===== config.mk =====
export PLATFORM = sky130hd
export DESIGN_NAME = cdb_arbiter_flat
export DESIGN_NICKNAME = d
export VERILOG_FILES = /design/src/rtl/cdb_arbiter_pkg.sv /design/src/rtl/cdb_arbiter_if.sv /design/src/rtl/cdb_arbiter_rr_priority_picker.sv /design/src/rtl/cdb_arbiter.sv /design/src/flat_wrapper.sv
export SDC_FILE = /design/constraint.sdc
export NUM_CORES = 1
export LEC_CHECK = 0
export CORE_MARGIN = 3
export CORE_UTILIZATION = 43
export CTS_BUF_LIST = sky130_fd_sc_hd__clkbuf_2
export DETAILED_ROUTE_END_ITERATION = 8
export HOLD_SLACK_MARGIN = 0.05
export PLACE_DENSITY = 0.95
export SLEW_MARGIN = 20
export SYNTH_ARGS = -nofsm -noshare
export SYNTH_HDL_FRONTEND = slang
export SYNTH_HIERARCHICAL = 1
export SYNTH_SLANG_ARGS = --single-unit

===== constraint.sdc =====
create_clock -name Clock -period 4.55 [get_ports Clock]
set_input_delay 0.455 -clock Clock [delete_from_list [all_inputs] [get_ports Clock]]
set_output_delay 0.455 -clock Clock [all_outputs]
set_load 0.02 [all_outputs]

===== src/rtl/cdb_arbiter_pkg.sv =====
// Shared Tomasulo dispatch constants: station tags, the no-value bus pattern,
// and the conversions between requester index and station tag.
package cdb_arbiter_pkg;

   localparam int N_STATIONS = 4;
   localparam int RESULT_W   = 16;

   typedef enum logic [2:0] {
      FREE_REGISTER     = 3'd0,
      RES_STATION_ADD1  = 3'd1,
      RES_STATION_ADD2  = 3'd2,
      RES_STATION_LOAD1 = 3'd3,
      RES_STATION_LOAD2 = 3'd4
   } rs_tag_e;

   localparam logic [15:0] NO_VALUE = 16'hFFF0;

   function automatic rs_tag_e req_idx_to_tag(input logic [1:0] idx);
      logic [2:0] t;
      t = {1'b0, idx} + 3'd1;
      return rs_tag_e'(t);
   endfunction

   function automatic logic [1:0] tag_to_req_idx(input rs_tag_e tag);
      logic [2:0] t;
      t = 3'(tag) - 3'd1;
      return t[1:0];
   endfunction

endpackage


===== src/rtl/cdb_arbiter_if.sv =====
// Station-side request bus and common-data-bus broadcast of the arbiter.
interface cdb_arbiter_if
   import cdb_arbiter_pkg::*;
#(
   parameter int N_REQ  = N_STATIONS,
   parameter int DATA_W = RESULT_W
);
   logic [N_REQ-1:0]             Req;
   logic [N_REQ-1:0][DATA_W-1:0] Req_data;
   logic [N_REQ-1:0]             Grant;
   logic                         CDB_valid;
   logic [2:0]                   CDB_tag;
   logic [DATA_W-1:0]            CDB_data;
   logic [15:0]                  Grant_count;

   modport master (
      output Req, Req_data,
      input  Grant, CDB_valid, CDB_tag, CDB_data, Grant_count
   );

   modport slave (
      input  Req, Req_data,
      output Grant, CDB_valid, CDB_tag, CDB_data, Grant_count
   );
endinterface


===== src/rtl/cdb_arbiter_rr_priority_picker.sv =====
// Combinational circular priority search: first eligible index at or above
// start_ptr, wrapping to index 0.
module rr_priority_picker
   import cdb_arbiter_pkg::*;
#(
   parameter int N_REQ = N_STATIONS,
   localparam int IW   = (N_REQ > 1) ? $clog2(N_REQ) : 1
)(
   input  logic [N_REQ-1:0] eligible,
   input  logic [IW-1:0]    start_ptr,
   output logic             valid,
   output logic [IW-1:0]    win_idx
);
   int   idx_s;
   logic hit_s;

   // Scan from the farthest candidate back to start_ptr so the nearest hit is written last.
   always_comb begin
      valid   = 1'b0;
      win_idx = '0;
      idx_s   = 0;
      hit_s   = 1'b0;
      for (int k = N_REQ - 1; k >= 0; k--) begin
         idx_s   = (int'(start_ptr) + k) % N_REQ;
         hit_s   = eligible[IW'(idx_s)];
         valid   = valid | hit_s;
         win_idx = hit_s ? IW'(idx_s) : win_idx;
      end
   end
endmodule


===== src/rtl/cdb_arbiter.sv =====
// Common-data-bus arbiter: one completing station per cycle wins the result
// bus, chosen round-robin or by fixed priority, with a one-cycle grant pulse.
module cdb_arbiter
   import cdb_arbiter_pkg::*;
#(
   parameter int N_REQ     = N_STATIONS,
   parameter int DATA_W    = RESULT_W,
   parameter bit RR_ENABLE = 1'b1
)(
   input logic          Clock,
   input logic          Reset,
   cdb_arbiter_if.slave bus
);
   localparam int IW = (N_REQ > 1) ? $clog2(N_REQ) : 1;

   logic [N_REQ-1:0]  grant_r;
   logic              valid_r;
   rs_tag_e           tag_r;
   logic [DATA_W-1:0] data_r;
   logic [15:0]       count_r;
   logic [IW-1:0]     ptr_r;

   logic [N_REQ-1:0]  eligible_s;
   logic [N_REQ-1:0]  grant_next_s;
   logic [IW-1:0]     start_s;
   logic [IW-1:0]     win_idx_s;
   logic [IW-1:0]     ptr_next_s;
   logic              win_valid_s;

   // Last cycle's grant doubles as the mask, keeping a station that is still
   // dropping Req from winning twice in a row.
   assign eligible_s   = bus.Req & ~grant_r;
   assign start_s      = RR_ENABLE ? ptr_r : '0;
   assign grant_next_s = N_REQ'(1) << win_idx_s;
   assign ptr_next_s   = (win_idx_s == IW'(N_REQ - 1)) ? '0 : win_idx_s + IW'(1);

   rr_priority_picker #(.N_REQ(N_REQ)) u_picker (
      .eligible  (eligible_s),
      .start_ptr (start_s),
      .valid     (win_valid_s),
      .win_idx   (win_idx_s)
   );

   // Broadcast registers, round-robin pointer and saturating result counter.
   always_ff @(posedge Clock) begin
      if (!Reset) begin
         grant_r <= '0;
         valid_r <= 1'b0;
         tag_r   <= FREE_REGISTER;
         data_r  <= DATA_W'(NO_VALUE);
         count_r <= 16'd0;
         ptr_r   <= '0;
      end else if (win_valid_s) begin
         grant_r <= grant_next_s;
         valid_r <= 1'b1;
         tag_r   <= req_idx_to_tag(2'(win_idx_s));
         data_r  <= bus.Req_data[win_idx_s];
         count_r <= (count_r == 16'hFFFF) ? count_r : count_r + 16'd1;
         ptr_r   <= ptr_next_s;
      end else begin
         grant_r <= '0;
         valid_r <= 1'b0;
         tag_r   <= FREE_REGISTER;
         data_r  <= DATA_W'(NO_VALUE);
         count_r <= count_r;
         ptr_r   <= ptr_r;
      end
   end

   assign bus.Grant       = grant_r;
   assign bus.CDB_valid   = valid_r;
   assign bus.CDB_tag     = 3'(tag_r);
   assign bus.CDB_data    = data_r;
   assign bus.Grant_count = count_r;
endmodule


===== src/flat_wrapper.sv =====
// flat-port wrapper written by rule: the top's interface ports become plain ports
module cdb_arbiter_flat import cdb_arbiter_pkg::*;
#(
   parameter int N_REQ     = N_STATIONS,
   parameter int DATA_W    = RESULT_W,
   parameter bit RR_ENABLE = 1'b1
)
  (Clock, Reset, bus_Req, bus_Req_data, bus_Grant, bus_CDB_valid, bus_CDB_tag, bus_CDB_data, bus_Grant_count);
  cdb_arbiter_if #(.N_REQ(N_REQ), .DATA_W(DATA_W)) bus_i ();
  input logic Clock;
  input logic Reset;
  input wire logic [$bits(bus_i.Req)-1:0] bus_Req;
  input wire logic [$bits(bus_i.Req_data)-1:0] bus_Req_data;
  output wire logic [$bits(bus_i.Grant)-1:0] bus_Grant;
  output wire logic [$bits(bus_i.CDB_valid)-1:0] bus_CDB_valid;
  output wire logic [$bits(bus_i.CDB_tag)-1:0] bus_CDB_tag;
  output wire logic [$bits(bus_i.CDB_data)-1:0] bus_CDB_data;
  output wire logic [$bits(bus_i.Grant_count)-1:0] bus_Grant_count;
  assign bus_i.Req = bus_Req;
  assign bus_i.Req_data = bus_Req_data;
  assign bus_Grant = bus_i.Grant;
  assign bus_CDB_valid = bus_i.CDB_valid;
  assign bus_CDB_tag = bus_i.CDB_tag;
  assign bus_CDB_data = bus_i.CDB_data;
  assign bus_Grant_count = bus_i.Grant_count;
  cdb_arbiter #(.N_REQ(N_REQ), .DATA_W(DATA_W), .RR_ENABLE(RR_ENABLE)) u_core (.Clock(Clock), .Reset(Reset), .bus(bus_i));
endmodule

* Yosys cells after proc, flatten, opt, wreduce, memory -nomap -nowiden *
Index checks and enable logic that the tools add are counted.

storage, ports and cells
  logic and storage cells = 48
  input bits = 70
  output and inout port bits = 40
  flip-flop bits (word level) = 42

operators by class
  equal/unequal tests = 2
  shift-type cells = 1
  add/subtract/negate cells = 6
  order comparisons = 5
  reductions and logical operators = 2
  muxes and demuxes = 20
  bitwise logic cells = 6

operator list
  cell                     number
  $bmux W16 S2             1
  $add A16 B1 Y16 const B  1
  $eq A16 B16 Y1 const B   1
  $lt A2 B4 Y1 const B     4
  $mux W16                 1
  $mux W2                  5
  $mux W1                  9
  $bmux W1 S2              4
  $add A2 B1 Y2 const B    2
  $add A2 B2 Y2 const B    2
  $and A4 B4 Y4            1
  $not A4 Y4               1
  $reduce_and A2 Y1        2
  $shl A1 B2 Y4 const A    1
  $add A2 B1 Y3 const B    1
  $lt A2 B3 Y1 const B     1
  $or A1 B1 Y1             3
  $eq A2 B2 Y1 const B     1
  $not A1 Y1               1

* Logic depth before layout (Yosys ltp) *
Gate-level depths: netlist (run 1).

  word-level depth = 11
  mapped depth = 8
  depth with buffers taken out = 8

* Cells and area by module *
The synthesis (run 1) kept the hierarchy.

by module, submodules not included
  module              seq. area each (µm²)  area an instance (µm²)  cells each  instances
  cdb_arbiter         840.8                 1920.6                  177         1
  rr_priority_picker  0.0                   77.6                    13          1

* Least setup slack after synthesis (run 1) *
OpenSTA, ideal clock, no wires.

  kind = input to register
  from = in bus_Req[3]
  to = reg u_core.data_r[0], in the netlist u_core/bus.CDB_data[0]
  stages = 6
  library setup time = 0.115 ns
  buffers on the path = 1
  required time = 4.435 ns
  path slack = 2.240 ns
  arrival = 2.195 ns
  path through = nor2b_1 > mux2i_1 > a211oi_2 > buf_1 > mux4_2 > and2_1

on the way
  word-level cells in the longest chain between the ends = 10
  elaborated cells between the ends (all ways) = 23
  classes of those cells = mux: 18; bitwise: 4; reduce/logical: 1

ends and longest elaborated chain
  element                                     line                                  RTL
  start, declared                             flat_wrapper.sv:12                    input wire logic [$bits(bus_i.Req)-1:0] bus_Req;
  $and A4 B4 Y4 *                             cdb_arbiter.sv:32                     assign eligible_s = bus.Req & ~grant_r;
  $bmux W1 S2                                 cdb_arbiter_rr_priority_picker.sv:25  hit_s = eligible[IW'(idx_s)];
  $mux W1 (implied by the code) (2 in a row)  cdb_arbiter_rr_priority_picker.sv:25
  $mux W2 (3 in a row)                        cdb_arbiter_rr_priority_picker.sv:27  win_idx = hit_s ? IW'(idx_s) : win_idx;
  $mux W2 *                                   cdb_arbiter_rr_priority_picker.sv:27
  named net u_core.win_idx_s[0]               cdb_arbiter.sv:26                     logic [IW-1:0] win_idx_s;
  $bmux W16 S2 *                              cdb_arbiter.sv:57                     data_r <= bus.Req_data[win_idx_s];
  $mux W16 (implied by the code) *            cdb_arbiter.sv:57
  end signal, assigned                        cdb_arbiter.sv:50                     data_r <= DATA_W'(NO_VALUE);
  end signal, assigned                        cdb_arbiter.sv:57
  end signal, assigned                        cdb_arbiter.sv:64                     data_r <= DATA_W'(NO_VALUE);
  end, declared                               cdb_arbiter.sv:19                     logic [DATA_W-1:0] data_r;

Mark *: on every way through the listed nets, which the timed path passes. The rest lies on a longest branch. The select of a mux whose other input is x is not followed.
A chain may end at the register's enable or synchronous reset.

* Final worst setup path (run 1) *
  from = in bus_Req[0]
  to = reg u_core.count_r[13], in the netlist u_core/bus.Grant_count[13]

on the way
  word-level cells in the longest chain between the ends = 8
  elaborated cells between the ends (all ways) = 17
  classes of those cells = mux: 12; bitwise: 4; reduce/logical: 1

ends and longest elaborated chain
  element                                     line                                  RTL
  $and A4 B4 Y4 *                             cdb_arbiter.sv:32
  named net u_core.eligible_s[0]              cdb_arbiter.sv:23                     logic [N_REQ-1:0] eligible_s;
  $bmux W1 S2                                 cdb_arbiter_rr_priority_picker.sv:25
  $mux W1 (implied by the code) (2 in a row)  cdb_arbiter_rr_priority_picker.sv:25
  $or A1 B1 Y1 (2 in a row)                   cdb_arbiter_rr_priority_picker.sv:26  valid = valid | hit_s;
  $or A1 B1 Y1 *                              cdb_arbiter_rr_priority_picker.sv:26
  named net u_core.win_valid_s                cdb_arbiter.sv:28                     logic win_valid_s;
  $reduce_and A2 Y1 (no line) *               n/a
  end signal, assigned                        cdb_arbiter.sv:58                     count_r <= (count_r == 16'hFFFF) ? count_r : count_r + 16'd1;
  end signal, assigned                        cdb_arbiter.sv:65                     count_r <= count_r;
  end, declared                               cdb_arbiter.sv:20                     logic [15:0] count_r;

Marked as above.

==> impl_metrics.toml, run 1 <==
[status]
status = "completed"

[yosys]
synth.top_cells.by_count = "dfxtp_1, mux4_2, nand2b_1"
synth_nets = 262
synth_compound_area_frac = 0.0939
synthAdderAreaFrac = 0.0125
synthMuxAreaShare = 0.200
synthCells = 190
synth_area_um2 = 2000
synth_top_area_frac = 0.421
synth_top_family_by_area = "simple AND/OR/NAND/NOR gates"
yosys.area_share.simple = 0.233
yosysWarnings = 6
async_reset_ff_frac = 0
synth_ff_type = "dfxtp_1"
ys_types = 42
syn_avg_cell_area_um2 = 10.5
yosys_register_bits = 42
synth_xor_xnor_area_share = 0.00877
synth_edf_count = 0
synth_most_common_cell = "dfxtp_1"
synth.largest_area_cell = "dfxtp_1"
synth_top_cells_by_area = "dfxtp_1, mux4_2, nand2b_1"
yosysSeqAreaShare = 0.421

[floorplanning]
die_x_um = 74.2
die_y_um = 74.2
start_util = 0.453
dieArea_um2 = 5500
core_um2 = 4410
io_pins = 110
fp-row-count = 24

[global_routing]
grt_max_degree = 23
antenna_found_initial = 0
busiest_layer = "met2"
use_met3 = 0.100
grt_usage = 0.214
use_met1 = 0.198
grt_pass1_vias = 1937
grt_util_met2 = 0.406
grt_pass1_wl_um = 8740
grt_overflow = 0

[layout]
antenna_cells = 0
final_area_um2 = 3190
syn_to_final_growth_pct = 59.7
multi_input_area_um2 = 1100
finish.utilization = 0.723
ff_latch_area_um2 = 841
drive_above_1_share = 0.113
nFillCells = 308
fin_nets = 372

[timing]
setup_viol = 0
hold_violations = 0
maxSlewHeadroom = 0.500
rsz0062_at_grt = "no"
fin_worst_skew_ns = 0.0118
timing.hold.ws_ns = 0.525
worst_pin_slew_ns = 0.741
post-route-period-util = 0.558
drv_slew = 0
min_period_ns = 2.54
final.setup.tns_ns = 0
fmax_ghz = 0.394

[place]
placed_cell_area_um2 = 3150
io_buffer_count = 109
gp_congestion = 0.850
dp_hpwl_um = 4750

[clock_network]
ctsHtreeMaxLevel = 2
post_cts_buffers = 0
clk_latency_ns = 0.39
cts_buffers = 5
clock_tree.buffer_depth = 2
root_buffer = "clkbuf_2"
cts.sinks = 42
ctsResizeCount = 0
cts_hold_buffers = 0
tritoncts = "yes"
clk_transition_reported_paths_ns = 0.20

[worst_setup_path]
critical_path.cell_chain = "clkdlybuf4s50_1 -> nor2b_1 -> nor2_1 -> nand2_1 -> nand4_1 -> or4_4 -> or4_1 -> a21oi_1"
path_max_fanout = 10
worst-setup-path-type = "input port to flop"
critPathLaunchType = "input port"
worstSetupEndpointType = "flop"
crit_slowest_cell = "or4_1"
cp.required_ns = 4.88
crit_arrival_ns = 2.87
slowest_delay_ns = 0.50

[pwr]
ir_drop_mv = 0.220
power_uw = 1270
leakagePower_uw = 0.00114
p_per_area_nw_per_um2 = 398

[detailed_routing]
drc = 0
ant_nets = 0
drtPass1Iterations = 4
dr.first_iter.drc_count = 135
routed_wl_um = 5730
vias = 1925
wl_per_cell_um = 16.2
post_drt_via_cell_ratio = 5.45

[worst_hold_path]
hold_path.class = "flop to flop"

[run]
maxCapViolCount = 0
[cell type report]
cell class / count / area share
Tap cell: 52 / 0.0204
Clock inverter: 3 / 0.00627
Timing Repair Buffer: 112 / 0.349
Multi-Input combinational cell: 133 / 0.346
Clock buffer: 5 / 0.00784
Inverter: 6 / 0.00706
Sequential cell: 42 / 0.264
[cells by family after synthesis]
logic type      after synthesis
mux                          20
fa+ha+maj                     2
buf+inv                      15
simple gates                 81
xor+xnor                      2
compound gates               28
flops                        42
[path summary, 6_finish.rpt]
kind	start	end	slack (ns)	depth (start not counted)
worst max-delay path	bus_Req[0]	u_core/bus.Grant_count[13]$_SDFFE_PN0P_	2.01	8
worst min-delay path	u_core/bus.Grant_count[10]$_SDFFE_PN0P_	u_core/bus.Grant_count[10]$_SDFFE_PN0P_	0.53	2
worst max register to register	u_core/bus.Grant[0]$_SDFF_PP0_	u_core/bus.Grant_count[13]$_SDFFE_PN0P_	2.17	7
worst min register to register	u_core/bus.Grant_count[10]$_SDFFE_PN0P_	u_core/bus.Grant_count[10]$_SDFFE_PN0P_	0.53	2
[flip-flops by register name, indices dropped and copies added (netlist names)]
register                flops
u_core/bus.Grant            4
u_core/bus.CDB_data        16
u_core/bus.Grant_count     16
u_core/bus.CDB_tag          3
u_core/bus.CDB_valid        1
u_core/ptr_r                2
[critical path, delay by kind of cell]
family / cells / cell delay [ns]
AO/OA/AOI/OAI: 1 / 0.15
buffers and inverters: 1 / 0.45
AND/OR/NAND/NOR: 6 / 1.81
[placed cells by master (no fill, tap or decap), types with 2 or more instances in the layout]
cell,n
and4_2,2
o31ai_1,2
nor3b_1,2
a21oi_1,7
clkbuf_2,5
or3_1,4
xor2_1,2
nor2_1,12
nand3_1,6
mux2i_1,4
nor2b_1,4
o21ai_0,7
mux4_2,16
ha_1,2
or4_1,2
buf_4,3
dfxtp_1,42
and2_1,5
nand4_1,5
nand2_1,9
clkdlybuf4s50_1,109
nor3_1,5
nand2b_1,15
and3_1,4
inv_1,6
a211oi_1,3
[stage by stage]
| stage | setup WS, ns | cells |
|---|---|---|
| 2_1_floorplan | 2.24 | 190 |
| 3_3_place_gp | 1.71 | 345 |
| 3_5_place_dp | 1.59 | 345 |
| 4_1_cts | 2.05 | 353 |
| 5_1_grt | 1.88 | 353 |
| 6_report | 2.01 | 353 |
[metal layers]
layer / share of wire / vias up / wire length, um
met2: 0.53 / 97 / 3060
met1: 0.34 / 889 / 1940
met3: 0.11 / 8 / 648
met5: 0 / - / 0
met4: 0.014 / 0 / 80
li1: - / 931 / -
[power by group]
group | leakage, uW | switching [uW] | total, uW | internal (uW)
combinational | 0.000769 | 275 | 631 | 356
clock | 0.0000270 | 123 | 161 | 38.0
sequential | 0.000345 | 36.6 | 477 | 440
Power figures use the tool's default switching activity.
==> inputs of run 2 (changes only) <==
Settings changed: CORE_UTILIZATION 43 to 40, PLACE_DENSITY 0.95 to 0.9.
Clock period 4.55 ns to 2.46 ns, I/O delays scaled along.
==> impl_metrics.toml, run 2 (same netlist as run 1, synthesis figures left out) <==
[status]
status = "completed"

[worst_setup_path]
critical_path.cell_chain = "nor2b_1 -> nor2_1 -> nand2_1 -> nand4_1 -> or4_4 -> or4_1 -> a21oi_1"
critPathLaunchType = "flop"
crit_arrival_ns = 2.43
crit_slowest_cell = "or4_1"
worstReg2RegStart = "u_core/bus.Grant[3]$_SDFF_PN0_"
critPathLaunch = "u_core/bus.Grant[3]$_SDFF_PN0_"
cp_num_buf_inv = 0
slowest_delay_ns = 0.50
cp_top_family = "simple AND/OR/NAND/NOR gates"
timing.reg2reg.setup_slack_ns = 0.38
worst-setup-path-type = "flop to flop"
cp.required_ns = 2.81
reg2reg_depth = 7
path_max_fanout = 5
crit_cells = 7
r2r_end = "u_core/bus.Grant_count[13]$_SDFFE_PN0P_"
worstSetupEndpointType = "flop"

[floorplanning]
io_pins = 110
core_um2 = 4790
start_util = 0.418
die_x_um = 76.7
dieArea_um2 = 5880
die_y_um = 76.7
fp-row-count = 25

[pwr]
leakagePower_uw = 0.00118
p_per_area_nw_per_um2 = 741
ir_drop_mv = 0.417

[layout]
final_cell_mix = "clkdlybuf4s50_1, dfxtp_1, mux4_2"
drive_above_1_share = 0.130
syn_to_final_growth_pct = 63.2
layout.cells.non_filler = 374
antenna_cells = 0
final_common_cell = "clkdlybuf4s50_1"
fin_nets = 378
final_area_um2 = 3260

[timing]
timing.final.ws_setup_ns = 0.381
min_period_ns = 2.08
post-route-period-util = 0.845
rsz0062_at_grt = "no"
fmax_ghz = 0.481
final.setup.tns_ns = 0
hold_violations = 0
maxSlewHeadroom = 0.610
setup_viol = 0
worst_pin_slew_ns = 0.577
drv_slew = 0
fin_worst_skew_ns = 0.0134

[worst_hold_path]
hold_path.class = "flop to flop"
whs_endpoint = "u_core/bus.Grant_count[10]$_SDFFE_PN0P_"
hp-start = "u_core/bus.Grant_count[10]$_SDFFE_PN0P_"
hold_path_depth = 2

[clock_network]
ctsResizeCount = 0
cts_hold_buffers = 0
clk_latency_ns = 0.40
cts_buffers = 5
tritoncts = "yes"
clk_transition_reported_paths_ns = 0.21
root_buffer = "clkbuf_2"
ctsHtreeMaxLevel = 2
cts.sinks = 42
clock_tree.buffer_depth = 2
post_cts_buffers = 0

[global_routing]
grt_overflow = 0
grt_pass1_wl_um = 10200
grt_pass1_vias = 2118
grt_usage = 0.222
antenna_found_initial = 0
grt_max_degree = 23

[place]
dp_slack_ns = -0.0142
placedCellCount = 366
gp_congestion = 0.789
placed_cell_area_um2 = 3220
dp_hpwl_um = 5120
io_buffer_count = 109

[detailed_routing]
vias = 1972
drtPass1Iterations = 5
wl_per_cell_um = 16.9
dr.first_iter.drc_count = 99
routed_wl_um = 6310
drc = 0
ant_nets = 0
post_drt_via_cell_ratio = 5.27

[run]
maxCapViolCount = 0
## run 2: changes by cell type in the layout (fill, tap and decap cells not counted), sizes merged
cell and change:
clkbuf +1, clkinv +1, inv -1, clkinvlp -1
buf +6
## run 2: routing by layer
metal | GRT usage | up-vias | share of wire | wire, um
met2 | 0.396 | 100 | 0.52 | 3270
li1 | - | 938 | - | -
met5 | 0 | - | 0 | 0
met4 | 0.0743 | 0 | 0.018 | 112
met1 | 0.214 | 926 | 0.33 | 2110
met3 | 0.126 | 8 | 0.13 | 813
## run 2: power breakdown
group          leakage [uW]  switching [uW]  internal, uW
logic              0.000801             535           702
registers          0.000345            70.5           815
clock network     0.0000304             221          69.9
total               0.00118             827          1590
## run 2: tightest hold or removal path, delay by kind of cell (launching register included)
family | cells | cell delay, ns
DFF | 1 | 0.39
muxes | 1 | 0.05
and+or+nand+nor | 1 | 0.07
## run 2: metrics by stage
stage	hold slack, ns	util	power, uW
2_1_floorplan	0.438	-	1600
3_3_place_gp	0.491	0.673	2090
3_5_place_dp	0.500	0.673	2140
4_1_cts	0.525	0.681	2430
5_1_grt	0.556	0.681	2550
6_report	0.522	0.681	2410
## run 2: final cells by class
| cell class | instances | area [um2] |
|---|---|---|
| fillers | 353 | 1530 |
| repair buffers | 118 | 1170 |
| multi-input cells | 133 | 1100 |
| flip-flops and latches | 42 | 841 |
| well taps | 67 | 83.8 |
| clock buffers | 6 | 30.0 |
| inverters | 6 | 22.5 |
| clock inverters | 2 | 8.76 |
## run 2: how the worst max path moves through the flow
stage,endpoint,slack [ns]
6_report,u_core/bus.Grant_count[13]$_SDFFE_PN0P_,0.38
5_1_grt,u_core/bus.Grant_count[6]$_SDFFE_PN0P_,0.15
4_1_cts,u_core/bus.CDB_data[0]$_SDFF_PN0_,0.37
3_5_place_dp,u_core/bus.CDB_data[0]$_SDFF_PN0_,-0.01
3_3_place_gp,u_core/bus.CDB_data[1]$_SDFF_PN0_,0.06
2_1_floorplan,u_core/bus.CDB_data[0]$_SDFF_PN0_,0.24
==> inputs of run 3 (changes only) <==
Settings changed: CORE_UTILIZATION 40 to 36, PLACE_DENSITY 0.9 to 0.85.
Clock period 2.46 ns to 1.8 ns, I/O delays scaled along.
==> impl_metrics.toml, run 3 (same netlist as run 1, synthesis figures left out) <==
[timing]
rsz0062_at_grt = "yes"
drv_slew = 0
worst_pin_slew_ns = 0.478
hold_violations = 0
fin_worst_skew_ns = 0.0123
timing.final.ws_setup_ns = -0.262
maxSlewHeadroom = 0.681
post-route-period-util = 1.15
min_period_ns = 2.06
setup_viol = 24
fmax_ghz = 0.485

[clock_network]
clk_transition_reported_paths_ns = 0.22
clk_latency_ns = 0.40
cts_hold_buffers = 0
cts_buffers = 5
tritoncts = "yes"
cts.sinks = 42
clock_tree.buffer_depth = 2
root_buffer = "clkbuf_2"
ctsHtreeMaxLevel = 2

[pwr]
switchingPower_uw = 1350
p_per_area_nw_per_um2 = 1080
p_seq_frac = 0.292
leakagePower_uw = 0.00158
power.internal_uw = 2850
p_comb_frac = 0.543
clockPowerShare = 0.165
p_sw_frac = 0.322
ir_drop_mv = 0.610

[place]
gp_congestion = 0.845
placedCellCount = 396
dp_slack_ns = -0.525
io_buffer_count = 109
dp_hpwl_um = 5270

[floorplanning]
core_um2 = 5240
die_y_um = 80.5
fp-row-count = 26
die_x_um = 80.5
io_pins = 110
start_util = 0.382
dieArea_um2 = 6480

[layout]
drive_above_1_share = 0.334
syn_to_final_growth_pct = 94.9
nFillCells = 325
final_cell_mix = "clkdlybuf4s50_1, buf_4, dfxtp_1"
antenna_cells = 0
layout.cells.non_filler = 417
fin_nets = 418
final_common_cell = "clkdlybuf4s50_1"

[worst_setup_path]
critPathLaunchType = "flop"
worst-setup-path-type = "flop to flop"
crit_arrival_ns = 2.39
worstSetupEndpointType = "flop"
path_max_fanout = 5
cp.required_ns = 2.13

[global_routing]
grt_usage = 0.252
grt_max_degree = 18
grt_pass1_vias = 2338
grt_pass1_wl_um = 12200
antenna_found_initial = 0
grt_overflow = 0

[worst_hold_path]
hold_path.class = "input port to flop"

[status]
failed_checks = "setup timing"
status = "finished with violations"

[detailed_routing]
wl_per_cell_um = 19.4
drc = 0
ant_nets = 0
dr.first_iter.drc_count = 149
post_drt_via_cell_ratio = 5.35
vias = 2233
drtPass1Iterations = 4
routed_wl_um = 8100

[run]
maxCapViolCount = 0
-- run 3: changes by cell type in the layout (fill, tap and decap cells not counted), sizes merged --
| cell | before | now |
|---|---|---|
| buf | 9 | 48 |
| bufinv | 0 | 2 |
| clkdlybuf4s50 | 109 | 108 |
| clkinv | 2 | 1 |
| dlymetal6s2s | 0 | 1 |
-- run 3: per-layer routing --
layer / vias up / GRT usage / share of wire
met5: - / 0 / 0
met4: 0 / 0.0693 / 0.024
met3: 17 / 0.0807 / 0.088
met2: 121 / 0.460 / 0.53
met1: 1079 / 0.277 / 0.36
li1: 1016 / - / -
-- run 3: worst max-delay path: stages, from the launching register on --
cell and delay (ns):
dfxtp_1 0.46, nand2b_1 0.16, a21oi_1 0.13, a211oi_4 0.22
buf_6 0.19, buf_12 0.13, mux4_2 0.52, and2_4 0.19
-- run 3: stage by stage --
| stage | total power (uW) | setup TNS, ns | area [um2] | utilization | hold slack (ns) |
|---|---|---|---|---|---|
| detailed placement | 3090 | -12.59 | 3500 | 0.669 | 0.556 |
| global route | 4390 | -5.75 | 3890 | 0.743 | 0.505 |
| floorplan | 2260 | -2.06 | 2060 | - | 0.361 |
| global placement | 3030 | -10.68 | 3500 | 0.669 | 0.551 |
| CTS | 4040 | -1.88 | 3770 | 0.720 | 0.457 |
| finish | 4210 | -3.95 | 3890 | 0.743 | 0.492 |
-- run 3: area by class of cell --
class	count	area, um2	area share
Timing Repair Buffer	158	1550	0.397
Inverter	6	22.5	0.00578
Clock inverter	3	63.8	0.0164
Sequential cell	42	862	0.221
Multi-Input combinational cell	133	1280	0.330
Tap cell	70	87.6	0.0225
Clock buffer	5	25.0	0.00643
-- run 3: final timing paths --
kind	start	to	slack, ns	depth (start not counted)
max	u_core/ptr_r[1]$_SDFFE_PN0P_	u_core/bus.CDB_data[0]$_SDFF_PN0_	-0.26	7
min	Reset	u_core/bus.Grant[1]$_SDFF_PP0_	0.49	4
max reg2reg	u_core/ptr_r[1]$_SDFFE_PN0P_	u_core/bus.CDB_data[0]$_SDFF_PN0_	-0.26	7
min reg2reg	u_core/bus.Grant_count[4]$_SDFFE_PN0P_	u_core/bus.Grant_count[4]$_SDFFE_PN0P_	0.59	2
-- run 3: what timing repair did --
item	4_1_cts	5_1_grt
endpoints found under the setup margin	25	29
cloned	1	1
setup buffers	4	7
gates resized for setup	23	13
pin swaps	4	11
-- run 3: power by group through the flow --
stage          sequential (uW)  clock (uW)  combinational (uW)
2_1_floorplan             1450           0                 811
3_3_place_gp              1230           0                1800
3_5_place_dp              1230           0                1860
4_1_cts                   1220         702                2120
5_1_grt                   1250         725                2410
6_report                  1230         693                2290
